### src/rtl/xor_sched_pkg.sv
// rtl/xor_sched_pkg.sv - shared types and width helpers for the NAND-XOR scheduler
package xor_sched_pkg;

  typedef enum logic [1:0] {
    IDLE  = 2'd0,
    SHIFT = 2'd1,
    DONE  = 2'd2
  } state_t;

  localparam int DEF_NREQ = 4;
  localparam int DEF_W    = 8;

  // Index width that never collapses to zero bits for tiny parameter values.
  function automatic int idx_width(input int n);
    return (n > 2) ? $clog2(n) : 1;
  endfunction

  localparam int DEF_CNT_W = idx_width(DEF_W);
  localparam int DEF_PTR_W = idx_width(DEF_NREQ);

endpackage

### src/rtl/xor_share_sched_nand_xor2.sv
// rtl/xor_share_sched_nand_xor2.sv - two-input XOR built from four NAND gates
module nand_xor2 (
  input  logic a,
  input  logic b,
  output logic x
);

  logic w_n1;
  logic w_n2;
  logic w_n3;

  assign w_n1 = ~(a & b);
  assign w_n2 = ~(a & w_n1);
  assign w_n3 = ~(b & w_n1);
  assign x    = ~(w_n2 & w_n3);

endmodule

### src/rtl/xor_share_sched.sv
// rtl/xor_share_sched.sv - round-robin bit-serial sharing of one NAND-XOR cell
// Optional XOR_PARITY_OUT_EN adds a registered parity output of each result.
module xor_share_sched
  import xor_sched_pkg::*;
#(
  parameter int NREQ = DEF_NREQ,
  parameter int W    = DEF_W
) (
  input  logic              clk,
  input  logic              rst_n,
  input  logic [NREQ-1:0]   req,
  input  logic [NREQ*W-1:0] a_in,
  input  logic [NREQ*W-1:0] b_in,
  output logic [NREQ-1:0]   gnt,
  output logic              busy,
  output logic [NREQ-1:0]   done,
  output logic [W-1:0]      result
`ifdef XOR_PARITY_OUT_EN
  ,
  output logic              parity
`endif
);

  localparam int CNT_W = idx_width(W);
  localparam int PTR_W = idx_width(NREQ);

  state_t           r_state;
  state_t           w_state_nxt;
  logic [PTR_W-1:0] r_rr_ptr;
  logic [PTR_W-1:0] r_gidx;
  logic [PTR_W-1:0] w_pick;
  logic             w_any;
  logic [NREQ-1:0]  w_rot;
  logic [CNT_W-1:0] r_cnt;
  logic             w_last;
  logic [W-1:0]     r_a_sh;
  logic [W-1:0]     r_b_sh;
  logic [W-1:0]     r_res_sh;
  logic             w_cell;

  nand_xor2 u_cell (
    .a (r_a_sh[0]),
    .b (r_b_sh[0]),
    .x (w_cell)
  );

  // Rotate requests so bit 0 is the current round-robin head; lowest set bit wins.
  assign w_rot = NREQ'({req, req} >> r_rr_ptr);

  always_comb begin
    w_any  = 1'b0;
    w_pick = '0;
    for (int k = NREQ - 1; k >= 0; k--) begin
      if (w_rot[k]) begin
        w_any  = 1'b1;
        w_pick = PTR_W'((int'(r_rr_ptr) + k) % NREQ);
      end
    end
  end

  assign w_last = (r_cnt == CNT_W'(W - 1));

  always_ff @(posedge clk or negedge rst_n) begin
    if (!rst_n) r_state <= IDLE;
    else        r_state <= w_state_nxt;
  end

  always_comb begin
    w_state_nxt = r_state;
    case (r_state)
      IDLE:    if (w_any)  w_state_nxt = SHIFT;
      SHIFT:   if (w_last) w_state_nxt = DONE;
      DONE:    w_state_nxt = IDLE;
      default: w_state_nxt = IDLE;
    endcase
  end

  always_comb begin
    busy = (r_state != IDLE);
  end

  always_ff @(posedge clk or negedge rst_n) begin
    if (!rst_n) begin
      r_rr_ptr <= '0;
      r_gidx   <= '0;
      r_cnt    <= '0;
      r_a_sh   <= '0;
      r_b_sh   <= '0;
      r_res_sh <= '0;
      gnt      <= '0;
      done     <= '0;
      result   <= '0;
    end else begin
      done <= '0;
      case (r_state)
        IDLE: begin
          if (w_any) begin
            r_a_sh <= a_in[int'(w_pick)*W +: W];
            r_b_sh <= b_in[int'(w_pick)*W +: W];
            r_cnt  <= '0;
            r_gidx <= w_pick;
            gnt    <= NREQ'(1) << w_pick;
          end
        end
        SHIFT: begin
          r_res_sh <= {w_cell, r_res_sh[W-1:1]};
          r_a_sh   <= r_a_sh >> 1;
          r_b_sh   <= r_b_sh >> 1;
          r_cnt    <= r_cnt + CNT_W'(1);
        end
        DONE: begin
          result   <= r_res_sh;
          done     <= gnt;
          gnt      <= '0;
          r_rr_ptr <= (r_gidx == PTR_W'(NREQ - 1)) ? '0 : r_gidx + PTR_W'(1);
        end
        default: ;
      endcase
    end
  end

`ifdef XOR_PARITY_OUT_EN
  logic r_acc;

  always_ff @(posedge clk or negedge rst_n) begin
    if (!rst_n) begin
      r_acc  <= 1'b0;
      parity <= 1'b0;
    end else begin
      if (r_state == IDLE && w_any) r_acc <= 1'b0;
      else if (r_state == SHIFT)    r_acc <= r_acc ^ w_cell;
      if (r_state == DONE)          parity <= r_acc;
    end
  end
`endif

endmodule

### config.mk
export PLATFORM = sky130hd
export DESIGN_NAME = xor_share_sched
export DESIGN_NICKNAME = d
export VERILOG_FILES = /design/src/rtl/xor_sched_pkg.sv /design/src/rtl/xor_share_sched_nand_xor2.sv /design/src/rtl/xor_share_sched.sv
export SDC_FILE = /design/constraint.sdc
export NUM_CORES = 1
export LEC_CHECK = 0
export BUFFER_PORTS_ARGS = -buffer_cell sky130_fd_sc_hd__clkbuf_2
export CORE_MARGIN = 4
export CORE_UTILIZATION = 35
export CTS_CLUSTER_DIAMETER = 150
export DETAILED_ROUTE_END_ITERATION = 10
export PLACE_DENSITY = 0.6
export REMOVE_ABC_BUFFERS = 1
export SYNTH_ARGS = -nofsm -noshare
export SYNTH_HDL_FRONTEND = slang
export SYNTH_SLANG_ARGS = --single-unit
### constraint.sdc
create_clock -name clk -period 1.7 [get_ports clk]
set_input_delay 0.085 -clock clk [delete_from_list [all_inputs] [get_ports clk]]
set_output_delay 0.085 -clock clk [all_outputs]
set_load 0.02 [all_outputs]
Word-level counts from Yosys, hierarchy flattened
Cells that the tools add are included.

cells by class
  $add $sub $neg = 5
  equality and inequality tests = 6
  shifts and indexed selects = 4
  mux-type cells = 21
  bitwise operators = 8
  reductions and logical operators = 8

operators by type and width
  operator             count
  $shiftx 32x6->8      2
  $pmux 8 s2           2
  $mux 8               2
  $mux 2               7
  $mux 4               2
  $pmux 4 s2           1
  $reduce_and 2->1     4
  $shr 8x2->4          1
  $pmux 3 s2           1
  $reduce_bool 2->1    3
  $add 2x1->2 const B  2
  $add 2x2->2 const B  2
  $and 1x1->1          4
  $eq 2x2->1 const B   2
  $mux 1               4
  $ne 2x2->1 const B   2
  $not 1->1            4
  $pmux 2 s2           1
  $shl 1x2->4 const A  1
  $add 3x1->3 const B  1
  $eq 3x3->1 const B   1
  $mux 3               1
  $eq 2x1->1 const B   1
  $logic_not 2->1      1

storage, ports and cells
  register bits after elaboration = 49
  input bits = 70
  logic and storage cells = 62

Logic depth before layout (Yosys ltp)
Gate-level depths: netlist of run 1.

  word-level depth = 8
  mapped depth = 7

Modules after synthesis
A second synthesis of run 1 with hierarchy kept.

second synthesis, totals
  cell total of the unflattened synthesis = 286
  area total of the unflattened synthesis = 2641.3 µm²

modules (own cells, without submodules)
  module           times used  cells an instance  area an instance (µm²)
  xor_share_sched  1           285                2632.5
  nand_xor2        1           1                  8.8

Least setup slack after synthesis of run 1
No wires, ideal clock.

  kind = reg2reg
  start = reg r_rr_ptr[1]
  end = reg r_b_sh[7]
  arrival = 1576 ps
  data required time = 1576 ps
  path slack = 1 ps
  stages on the path, launching flop included = 6
  cell sequence = dfrtp_1 -> mux2_2 -> o221ai_4 -> mux2i_1 -> nor3_1 -> a211o_1

between the ends
  cells in the longest elaborated chain, start to end = 8
  elaborated cells between the ends (all ways) = 17

RTL lines
  item                                        line                                          source
  from (decl)                                 xor_share_sched.sv:29                         logic [PTR_W-1:0] r_rr_ptr;
  from (signal assigned)                      xor_share_sched.sv:115                        r_rr_ptr <= (r_gidx == PTR_W'(NREQ - 1)) ? '0 : r_gidx + PTR_W'(1);
  $add 2x2->2 or $shr 8x2->4 (tied branches)  xor_share_sched.sv:56, xor_share_sched.sv:48
  $mux 2 (4 in a row)                         xor_share_sched.sv:54                         if (w_rot[k]) begin
  $shiftx 32x6->8                             xor_share_sched.sv:99                         r_b_sh <= b_in[int'(w_pick)*W +: W];
  $mux 8                                      xor_share_sched.sv:97                         if (w_any) begin
  $pmux 8 s2                                  xor_share_sched.sv:95                         case (r_state)
  to (signal assigned)                        xor_share_sched.sv:99
  to (signal assigned)                        xor_share_sched.sv:108                        r_b_sh <= r_b_sh >> 1;
  to (decl)                                   xor_share_sched.sv:37                         logic [W-1:0] r_b_sh;

Parallel ways exist; a longest one is shown, timed or not. The select of a mux whose other input is x is not followed.
A chain may end at the register's enable or synchronous reset.

Final worst setup path of run 1
  start = reg r_rr_ptr[1]
  end = reg r_a_sh[1]

between the ends
  cells in the longest elaborated chain, start to end = 8
  elaborated cells between the ends (all ways) = 17

RTL lines
  item                                        line                                          source
  $add 2x2->2 or $shr 8x2->4 (tied branches)  xor_share_sched.sv:56, xor_share_sched.sv:48
  $mux 2 (4 in a row)                         xor_share_sched.sv:54
  $shiftx 32x6->8                             xor_share_sched.sv:98                         r_a_sh <= a_in[int'(w_pick)*W +: W];
  $mux 8                                      xor_share_sched.sv:97
  $pmux 8 s2                                  xor_share_sched.sv:95
  to (signal assigned)                        xor_share_sched.sv:98
  to (signal assigned)                        xor_share_sched.sv:107                        r_a_sh <= r_a_sh >> 1;
  to (decl)                                   xor_share_sched.sv:36                         logic [W-1:0] r_a_sh;

Parallel ways exist; a longest one is shown, timed or not. The select of a mux whose other input is x is not followed.

==> results of run 1 <==
## where the power goes
group	total, uW	internal [uW]	switching [uW]
clock network	859	441	418
logic	2850	1390	1460
registers	1970	1650	325
## stage by stage
| stage | total power [uW] | setup slack (ns) |
|---|---|---|
| 2_1_floorplan | 3568 | -0.8948 |
| 3_3_place_gp | 4470 | -0.01286 |
| 3_5_place_dp | 4556 | -0.09534 |
| 4_1_cts | 5520 | -0.006357 |
| 5_1_grt | 6098 | -0.1450 |
| 6_report | 5680 | -0.05575 |
## sequential cells by signal, indices dropped and copies added (netlist names)
name	count
r_a_sh	8
r_b_sh	8
r_res_sh	8
result	8
done	4
gnt	4
r_cnt	3
r_gidx	2
r_rr_ptr	2
r_state	2
## final cells by class
| type | instances | area (sq um) | area share (%) |
|---|---|---|---|
| clock inverters | 3 | 46.29 | 1.347 |
| clock buffers | 5 | 68.82 | 2.003 |
| well taps | 96 | 120.1 | 3.496 |
| flip-flops and latches | 49 | 1226 | 35.69 |
| inverters | 3 | 11.26 | 0.3277 |
| multi-input cells | 182 | 1224 | 35.62 |
| repair buffers | 110 | 739.5 | 21.52 |
## cell usage after synthesis, types with 2 or more instances
| library cell | number | share of area, % |
|---|---|---|
| nand2_1 | 59 | 8.9 |
| dfrtp_1 | 49 | 49 |
| mux2i_1 | 18 | 7.2 |
| nand3_1 | 18 | 3.6 |
| a22o_1 | 14 | 4.9 |
| a31oi_1 | 14 | 3.5 |
| o211ai_1 | 14 | 4.2 |
| buf_2 | 12 | 2.4 |
| o21ai_0 | 6 | 1.2 |
| and2_1 | 5 | 1.3 |
| clkbuf_1 | 4 | 0.60 |
| nor3_1 | 4 | 0.80 |
| ha_1 | 3 | 1.5 |
| inv_1 | 3 | 0.45 |
| nand2b_1 | 3 | 0.75 |
| nor2b_1 | 3 | 0.75 |
| a211o_1 | 2 | 0.70 |
| a32o_1 | 2 | 0.80 |
| nor2_2 | 2 | 0.50 |
## worst reg2reg max path: cells and delay by family, from the launching register on
family	cells	cell delay, ns
buffers and inverters	3	0.53
flip-flops	1	0.43
AND/OR/NAND/NOR	1	0.25
AO/OA/AOI/OAI	4	0.45
## kinds of logic (layout without fill, tap and decap cells)
| kind of cell | Yosys count | in the layout |
|---|---|---|
| AND/OR/NAND/NOR | 100 | 100 |
| AO/OA/AOI/OAI | 59 | 59 |
| flip-flops | 49 | 49 |
| buffers and inverters | 20 | 121 |
| multiplexers | 19 | 19 |
| adder cells (fa/ha/maj) | 3 | 3 |
| XOR/XNOR | 1 | 1 |
## timing repair
action / in CTS / in global routing
setup buffers: 4 / 0
gates resized for setup: 6 / 7
gates cloned: 0 / 4
setup endpoints to repair: 16 / 16
endpoints found under the hold margin: 49 / 0
hold buffers: 1 / 0
pin swaps: 3 / 4
## routing by layer
layer	vias to the layer above	GRT usage (%)	wire length (um)
li1	1102	-	-
met1	1021	19.82	2978
met2	78	25.68	3200
met3	6	3.412	397
met4	0	5.074	92
met5	-	0	0
## worst paths after layout
path / startpoint / endpoint / slack (ns)
max reg2reg: r_rr_ptr[1] / r_a_sh[1] / -0.06
max in group asynchronous: rst_n / r_b_sh[2] / 0.87
min in group asynchronous: rst_n / done[0] / 0.41
max: r_rr_ptr[1] / r_a_sh[1] / -0.06
min: a_in[29] / r_a_sh[5] / 0.01
min reg2reg: result[3] / result[3] / 0.48
==> results.ini, run 1 <==
[worst_setup_path]
cp_num_cells = 8
crit_type = flip-flop to flip-flop
crit_path_start_kind = flip-flop
max_stage_delay_ns = 0.43
worstPathCellList = buf_4 -> a21boi_4 -> o221ai_4 -> buf_6 -> nor2_4 -> clkbuf_16 -> a31oi_1 -> o211ai_1
worst_r2r_path_depth = 8
crit_required_ns = 1.92
critPathArrivalTime_ns = 1.97
cpMaxStageDelayCell = dfrtp_1
critPathTopFamily = buffers and inverters
worst-path-buf-inv = 3
cp-end-kind = flip-flop
cp_max_fo = 7

[power_and_ir_drop]
p_leak_uw = 0.001720
ir_worst_vdd_mv = 0.6752
power_density_nw_per_um2 = 1653

[cells_and_area]
n_antenna_cell = 0
fin_cells = 448
layout_common_cells = 86 x clkbuf_2, 59 x nand2_1, 49 x dfrtp_1
drive_gt1_share_pct = 38.35
final_area_sq_um = 3436
areaGrowthSynthToFinish_pct = 38.13
final_common_cell = clkbuf_2
post-route-util_pct = 50.29
nets = 424
fillers = 647

[detailed_routing]
vias = 2207
first_pass_iters = 4
drt_wl_total_mm = 6.668
ant_nets = 0
wire_per_inst_um = 14.88
drt-initial-drc-count = 82
drc_errors = 0
via_per_inst = 4.926

[yosys]
synth_compound_area_share_pct = 18.56
synth.distinct_cells = 35
ys_ff_latch = 49
syn_area_per_cell_sq_um = 9.910
yosysSeqAreaShare_pct = 49.30
synthSimpleGateAreaFrac_pct = 18.66
synth_edf_count = 0
synthCells = 251
synth_area_sq_um = 2487
synth_xor_area_share_pct = 0.3521
ys_warn_count = 0
synth.area.mux_share_pct = 7.696
synth_top_family_by_area = simple AND/OR/NAND/NOR gates
ys_async_sr_fraction_pct = 100.0
synth_adder_area_share_pct = 1.509
synthFlopType = dfrtp_1

[timing]
fmax_ghz = 0.5696
post-route-period-util_pct = 103.3
finalMaxSlewViolations = 0
hold_ws_ns = 0.01253
finalSetupTns_ns = -0.2895
layout_setup_ws_ns = -0.05575
rsz0062_at_grt = yes
setup_viol = 13
worst_clock_skew_ns = 0.009102
finalHoldViolCount = 0
worst_pin_slew_ns = 0.6244
fin_crit_ns = 1.756
slew_headroom_pct = 58.37

[place]
dp_cells = 431
portBuffers = 86
gp_congestion = 0.7876
hpwl_mm = 4.525
placed_area_sq_um = 3132

[floorplanning]
fp-row-count = 30
initial_core_util_pct = 36.41
die_h_um = 92.30
die_area_sq_um = 8519
ios = 87
die_w_um = 92.30
coreArea_sq_um = 6832

[clock_tree]
cts_tree = done
numCtsBuffers = 5
htree_levels = 2
clk_pin_slew_ns = 0.10
clockBufferDepth = 2
cts.sinks = 49
insertion_delay_ns = 0.31
root_buffer = clkbuf_8

[global_routing]
grt_util_all_layers_pct = 15.41
grt_pass1_wl_mm = 10.41
antenna_found_initial = 0
grt_pass1_vias = 2219
grt_max_degree = 50
overflow = 0

[outcome]
outcome = finished, violations left
failed_checks = setup timing

[worst_hold_path]
hp-class = input port to flip-flop
hold_path_depth = 3

[flow_run]
maxCapViolCount = 0

(Power assumes the default switching activity.)
==> run 2, diff against run 1 <==
--- a/config.mk
+++ b/config.mk
@@ -10,7 +10,8 @@
 export CORE_UTILIZATION = 35
 export CTS_CLUSTER_DIAMETER = 150
 export DETAILED_ROUTE_END_ITERATION = 10
-export PLACE_DENSITY = 0.6
+export PLACE_DENSITY = 0.69
+export RECOVER_POWER = 50
 export REMOVE_ABC_BUFFERS = 1
 export SYNTH_ARGS = -nofsm -noshare
 export SYNTH_HDL_FRONTEND = slang
==> constraint.sdc (replaced) <==
create_clock -name clk -period 2.2 [get_ports clk]
set_input_delay 0.11 -clock clk [delete_from_list [all_inputs] [get_ports clk]]
set_output_delay 0.11 -clock clk [all_outputs]
set_load 0.02 [all_outputs]
==> run 2 against run 1 <==
  * The flow finishes with violations (capacitance limit, slew limit)
  * Total power fell by 33%
  * Register-to-register slack improved by 0.27 ns
  * Clock skew barely moved
  * Non-clock buffer count fell by 16
  * Cell count fell by 3.6%
  * Clock-buffer cell count rose by 1
  * Die area did not move
  * Critical endpoint is now r_b_sh[7]
==> results.ini, run 2 (synthesis gave the netlist of run 1 again) <==
[floorplanning]
die_w_um = 92.30  ; unchanged
ios = 87  ; unchanged
die_area_sq_um = 8519  ; unchanged
die_h_um = 92.30  ; unchanged
coreArea_sq_um = 6832  ; unchanged
fp-row-count = 30  ; unchanged
initial_core_util_pct = 36.41  ; unchanged

[worst_setup_path]
worstPathCellList = nand2_1 -> a311oi_1 -> nor2_4 -> nor3_1 -> a211o_1
worst-path-buf-inv = 0  ; -3
cp_max_fo = 32  ; +25
crit_type = flip-flop to flip-flop
cpMaxStageDelayCell = nor2_4
max_stage_delay_ns = 0.73  ; +0.30 ns
crit_required_ns = 2.39  ; +0.47 ns
critPathTopFamily = simple AND/OR/NAND/NOR gates
crit_path_start_kind = flip-flop
cp-end-kind = flip-flop
critPathArrivalTime_ns = 2.18  ; +0.21 ns

[clock_tree]
numCtsBuffers = 5  ; unchanged
clockBufferDepth = 2  ; unchanged
cts_tree = done
insertion_delay_ns = 0.30  ; about the same
clk_pin_slew_ns = 0.09  ; about the same
cts.sinks = 49  ; unchanged
htree_levels = 2  ; unchanged
post_cts_buffers = 0  ; -4
root_buffer = clkbuf_8

[timing]
worst_pin_slew_ns = 1.513  ; +0.8887 ns
setup_viol = 0  ; -13
post-route-period-util_pct = 90.42  ; -13 points
worst_clock_skew_ns = 0.009486  ; +0.0003842 ns
finalHoldViolCount = 0  ; unchanged
slew_headroom_pct = -0.8738  ; -59 points
fin_crit_ns = 1.989  ; +0.2335 ns
fmax_ghz = 0.5027  ; -12%
finalMaxSlewViolations = 28  ; +28
hold_ws_ns = 0.04247  ; +0.02994 ns
rsz0062_at_grt = no

[cells_and_area]
nets = 408  ; -3.8%
n_antenna_cell = 0  ; unchanged
areaGrowthSynthToFinish_pct = 24.25
drive_gt1_share_pct = 28.27  ; -10 points
fin_cells = 432  ; -3.6%
layout_common_cells = 71 x clkbuf_2, 59 x nand2_1, 49 x dfrtp_1
fillers = 702  ; +8.5%
final_common_cell = clkbuf_2

[place]
portBuffers = 86  ; unchanged
dp_cells = 423  ; -1.9%
hpwl_mm = 4.447  ; -1.7%
gp_congestion = 0.7259  ; -7.8%

[outcome]
outcome = finished, violations left
failed_checks = capacitance limit, slew limit

[power_and_ir_drop]
clockPowerShare_pct = 13.7  ; -1.4 points
power_switching_uw = 1565  ; -29%
power_density_nw_per_um2 = 1232  ; -25%
p_seq_share_pct = 40.0  ; +5.3 points
combPwrFrac_pct = 46.3  ; -3.8 points
swShare_pct = 41.10  ; +2.4 points
p_leak_uw = 0.001509  ; -12%
ir_worst_vdd_mv = 0.5256  ; -22%
p_int_uw = 2243  ; -36%

[global_routing]
grt_pass1_wl_mm = 10.17  ; -2.3%
grt_max_degree = 33  ; -34%
grt_util_all_layers_pct = 14.75  ; -0.66 points
overflow = 0  ; unchanged
antenna_found_initial = 0  ; unchanged
grt_pass1_vias = 2240  ; +0.95%

[detailed_routing]
drc_errors = 0  ; unchanged
via_per_inst = 5.049  ; +2.5%
first_pass_iters = 5  ; +1
drt-initial-drc-count = 131  ; +60%
ant_nets = 0  ; unchanged
wire_per_inst_um = 14.13  ; -5.1%
vias = 2181  ; -1.2%
drt_wl_total_mm = 6.102  ; -8.5%

[flow_run]
maxCapViolCount = 1  ; +1

[worst_hold_path]
hp-class = input port to flip-flop

==> run 2: cell types whose count changed in the layout (fill, tap and decap cells not counted), sizes merged <==
cell      previous run  this run
buf                 20         5
clkinv               1         0
clkinvlp             1         2
bufinv               1         0
==> run 2: path summary, 6_finish.rpt <==
| kind | from | end | slack (ns) | cells past startpoint |
|---|---|---|---|---|
| max | r_rr_ptr[1] | r_b_sh[7] | 0.21 | 5 |
| min | a_in[26] | r_a_sh[2] | 0.04 | 3 |
| max reg2reg | r_rr_ptr[1] | r_b_sh[7] | 0.21 | 5 |
| min reg2reg | result[1] | result[1] | 0.48 | 2 |
| max in group asynchronous | rst_n | r_a_sh[7] | 0.37 | 3 |
| min in group asynchronous | rst_n | result[3] | 0.70 | 2 |
==> run 2: routing by layer <==
layer / GRT usage (%) / vias to the layer above / share of wire, % / wire length [um]
met5: 0 / - / 0 / 0
met4: 4.208 / 0 / 1.1 / 65
met3: 3.493 / 6 / 6.6 / 400
met2: 26.34 / 84 / 49 / 2982
met1: 17.57 / 1020 / 43 / 2654
li1: - / 1071 / - / -
==> run 2: tightest hold or removal path, cell delays in order <==
cell      delay, ns
clkbuf_2       0.07
a31oi_1        0.06
o211ai_1       0.06
==> run 2: power by group through the flow <==
| stage | Combinational, uW | Sequential (uW) | Clock (uW) |
|---|---|---|---|
| 2_1_floorplan | 1190 | 1570 | 0 |
| 3_3_place_gp | 1750 | 1520 | 0 |
| 3_5_place_dp | 1790 | 1540 | 0 |
| 4_1_cts | 1800 | 1520 | 546 |
| 5_1_grt | 1980 | 1570 | 584 |
| 6_report | 1760 | 1520 | 523 |
==> run 2: metrics by stage <==
step	total power, uW	setup slack, ns	area, sq um	setup TNS [ns]	utilization [%]
3_5_place_dp	3331	0.08423	3014	0	44.12
2_1_floorplan	2757	-0.3948	2401	-5.442	-
6_report	3808	0.2107	3090	0	45.24
3_3_place_gp	3268	0.1451	3014	0	44.12
4_1_cts	3868	0.04455	3112	0	45.55
5_1_grt	4134	0.04857	3090	0	45.24
==> run 2: what timing repair did <==
item | 4_1_cts | 5_1_grt
hold buffers | 1 | 0
hold endpoints to repair | 25 | 0
gates resized for setup | 0 | 1
endpoints found under the setup margin | 0 | 14
==> run 2: final cells by class <==
type | count | area [sq um] | area share [%]
flip-flops and latches | 49 | 1226 | 39.68
multi-input cells | 182 | 1179 | 38.14
repair buffers | 94 | 466.7 | 15.10
well taps | 96 | 120.1 | 3.887
clock buffers | 6 | 72.57 | 2.348
clock inverters | 2 | 15.01 | 0.4858
inverters | 3 | 11.26 | 0.3644
==> run 3, diff against run 2 <==
--- a/config.mk
+++ b/config.mk
@@ -6,6 +6,7 @@
 export NUM_CORES = 1
 export LEC_CHECK = 0
 export BUFFER_PORTS_ARGS = -buffer_cell sky130_fd_sc_hd__clkbuf_2
+export CORE_ASPECT_RATIO = 0.9
 export CORE_MARGIN = 4
 export CORE_UTILIZATION = 35
 export CTS_CLUSTER_DIAMETER = 150
==> constraint.sdc (replaced) <==
create_clock -name clk -period 2.2 [get_ports clk]
set_input_delay 0.11 -clock clk [delete_from_list [all_inputs] [get_ports clk]]
set_output_delay 0.11 -clock clk [all_outputs]
set_load 0.1 [all_outputs]
==> run 3 against run 2 <==
  * The run now ends clean
  * Sequential cell count is the same
  * Combinational power grew 31%
  * Routed wire length shrank 1.1%
  * Total power grew 13%
  * Sequential power is essentially flat
  * Die area is essentially flat
  * Non-clock buffer count shrank 1
  * Cell count shrank 2.1%
==> results.ini, run 3 (synthesis gave the netlist of run 1 again) <==
[global_routing]
grt_pass1_wl_mm = 10.18  ; about the same
overflow = 0  ; unchanged
grt_pass1_vias = 2172  ; -3.0%
grt_util_all_layers_pct = 14.63  ; -0.12 points
antenna_found_initial = 0  ; unchanged
grt_max_degree = 50  ; +52%

[cells_and_area]
drive_gt1_share_pct = 32.73  ; +4.5 points
final_common_cell = clkbuf_2
fillers = 680  ; -3.1%
nets = 407  ; -0.25%
regArea_sq_um = 1226  ; unchanged
multi_input_area_sq_um = 1169  ; -0.85%
n_antenna_cell = 0  ; unchanged
layout_common_cells = 87 x clkbuf_2, 59 x nand2_1, 49 x dfrtp_1
areaGrowthSynthToFinish_pct = 23.99

[detailed_routing]
drt_wl_total_mm = 6.032  ; -1.1%
wire_per_inst_um = 14.26  ; +0.96%
drt-initial-drc-count = 80  ; -39%
drc_errors = 0  ; unchanged
via_per_inst = 5.057  ; +0.16%
first_pass_iters = 4  ; -1
vias = 2139  ; -1.9%
ant_nets = 0  ; unchanged

[clock_tree]
cts_tree = done
post_cts_buffers = 0  ; unchanged
numCtsBuffers = 5  ; unchanged
clk_pin_slew_ns = 0.08  ; about the same
ctsResizeCount = 0  ; unchanged
root_buffer = clkbuf_8
htree_levels = 2  ; unchanged
clockBufferDepth = 2  ; unchanged
cts.sinks = 49  ; unchanged
insertion_delay_ns = 0.29  ; about the same

[floorplanning]
fp-row-count = 28  ; -6.7%
die_h_um = 87.98  ; -4.7%
ios = 87  ; unchanged
initial_core_util_pct = 36.98  ; +0.57 points
die_area_sq_um = 8521  ; about the same
die_w_um = 96.86  ; +4.9%
coreArea_sq_um = 6726  ; -1.5%

[worst_hold_path]
min_to = r_b_sh[0]
holdCritStartpoint = b_in[24]
hold_path_depth = 3  ; unchanged
hp-class = input port to flip-flop

[worst_setup_path]
crit_required_ns = 2.41  ; +0.02 ns
r2r_start = r_state[0]
critPathArrivalTime_ns = 2.14  ; -0.04 ns
cp_max_fo = 24  ; -25%
crit_type = flip-flop to flip-flop
worst_r2r_path_depth = 5  ; unchanged
timing.rr.end = r_b_sh[3]
cp-end-kind = flip-flop
crit_path_start_kind = flip-flop
r2r_setup_slack_ns = 0.27  ; +0.06 ns

[timing]
rsz0062_at_grt = no
finalSetupTns_ns = 0  ; unchanged
hold_ws_ns = 0.05890  ; +0.01642 ns
post-route-period-util_pct = 87.75  ; -2.7 points
slew_headroom_pct = 21.01  ; +22 points
setup_viol = 0  ; unchanged
worst_pin_slew_ns = 1.185  ; -0.3282 ns
worst_clock_skew_ns = 0.003890  ; -0.005596 ns
fmax_ghz = 0.5180  ; +3.0%
finalHoldViolCount = 0  ; unchanged
fin_crit_ns = 1.930  ; -0.05883 ns
finalMaxSlewViolations = 0  ; -100%

[power_and_ir_drop]
ir_worst_vdd_mv = 0.4294  ; -18%
power.total_uw = 4305  ; +13%
power_density_nw_per_um2 = 1396  ; +13%
p_leak_uw = 0.001563  ; +3.6%

[place]
hpwl_mm = 4.485  ; +0.85%
portBuffers = 86  ; unchanged
gp_congestion = 0.8512  ; +17%

[flow_run]
maxCapViolCount = 0  ; -1

[outcome]
outcome = finished clean

[run 3: changes by cell type in the layout (fill, tap and decap cells not counted)]
cell / change
and2_0: +1
buf_4: -2
clkbuf_2: +16
clkinv_2: +1
nor2_2: +2
clkinvlp_4: -2
buf_12: +1
nor2_4: -2
clkbuf_1: -17
and2_1: -1
[run 3: final cells by class]
cell class,count,share of cell area [%]
Tap cell,90,3.651
Timing Repair Buffer,93,15.94
Clock buffer,5,2.231
Multi-Input combinational cell,182,37.89
Sequential cell,49,39.76
Clock inverter,1,0.1623
Inverter,3,0.3651
[run 3: worst max-delay path by stage]
stage / start / depth (start not counted) / slack (ns) / end
6_report: r_state[0] / 5 / 0.27 / r_b_sh[3]
5_1_grt: r_state[0] / 5 / 0.11 / r_a_sh[0]
4_1_cts: r_rr_ptr[1] / 4 / 0.31 / r_b_sh[6]
3_5_place_dp: r_rr_ptr[1] / 6 / 0.33 / r_a_sh[0]
3_3_place_gp: r_rr_ptr[1] / 4 / 0.42 / r_a_sh[4]
2_1_floorplan: r_rr_ptr[1] / 5 / -0.39 / r_b_sh[7]
[run 3: worst max-delay path: stages, from the launching register on]
cell and delay (ns):
dfrtp_1 0.41, nor2b_2 0.23, clkbuf_1 0.77, a22o_1 0.29, a31oi_1 0.05, o211ai_1 0.10
[run 3: routing by layer]
metal | vias up | track usage [%] | wire, um | part of all wire, %
met3 | 11 | 4.061 | 424 | 7.0
met2 | 73 | 24.50 | 2877 | 48
met1 | 992 | 18.44 | 2629 | 44
met4 | 0 | 5.102 | 100 | 1.7
met5 | - | 0 | 0 | 0
li1 | 1063 | - | - | -
[run 3: per-stage QoR]
stage	cell area [sq um]	std cells	worst slack, ns	util, %
6_report	3084	423	0.2696	45.85
3_5_place_dp	3007	416	0.3313	44.70
3_3_place_gp	3007	416	0.4198	44.70
2_1_floorplan	2401	234	-0.3948	-
5_1_grt	3084	423	0.1104	45.85
4_1_cts	3090	423	0.3127	45.94
[run 3: what timing repair did]
item,CTS,global route
hold buffers,1,0
setup endpoints to repair,0,0
endpoints found under the hold margin,49,0
[run 3: report_power, final]
part	leakage, uW	switching [uW]	internal [uW]
Sequential	0.000625	246	1270
Clock	0.0000399	273	210
Combinational	0.000898	1550	754
Total	0.00156	2070	2240
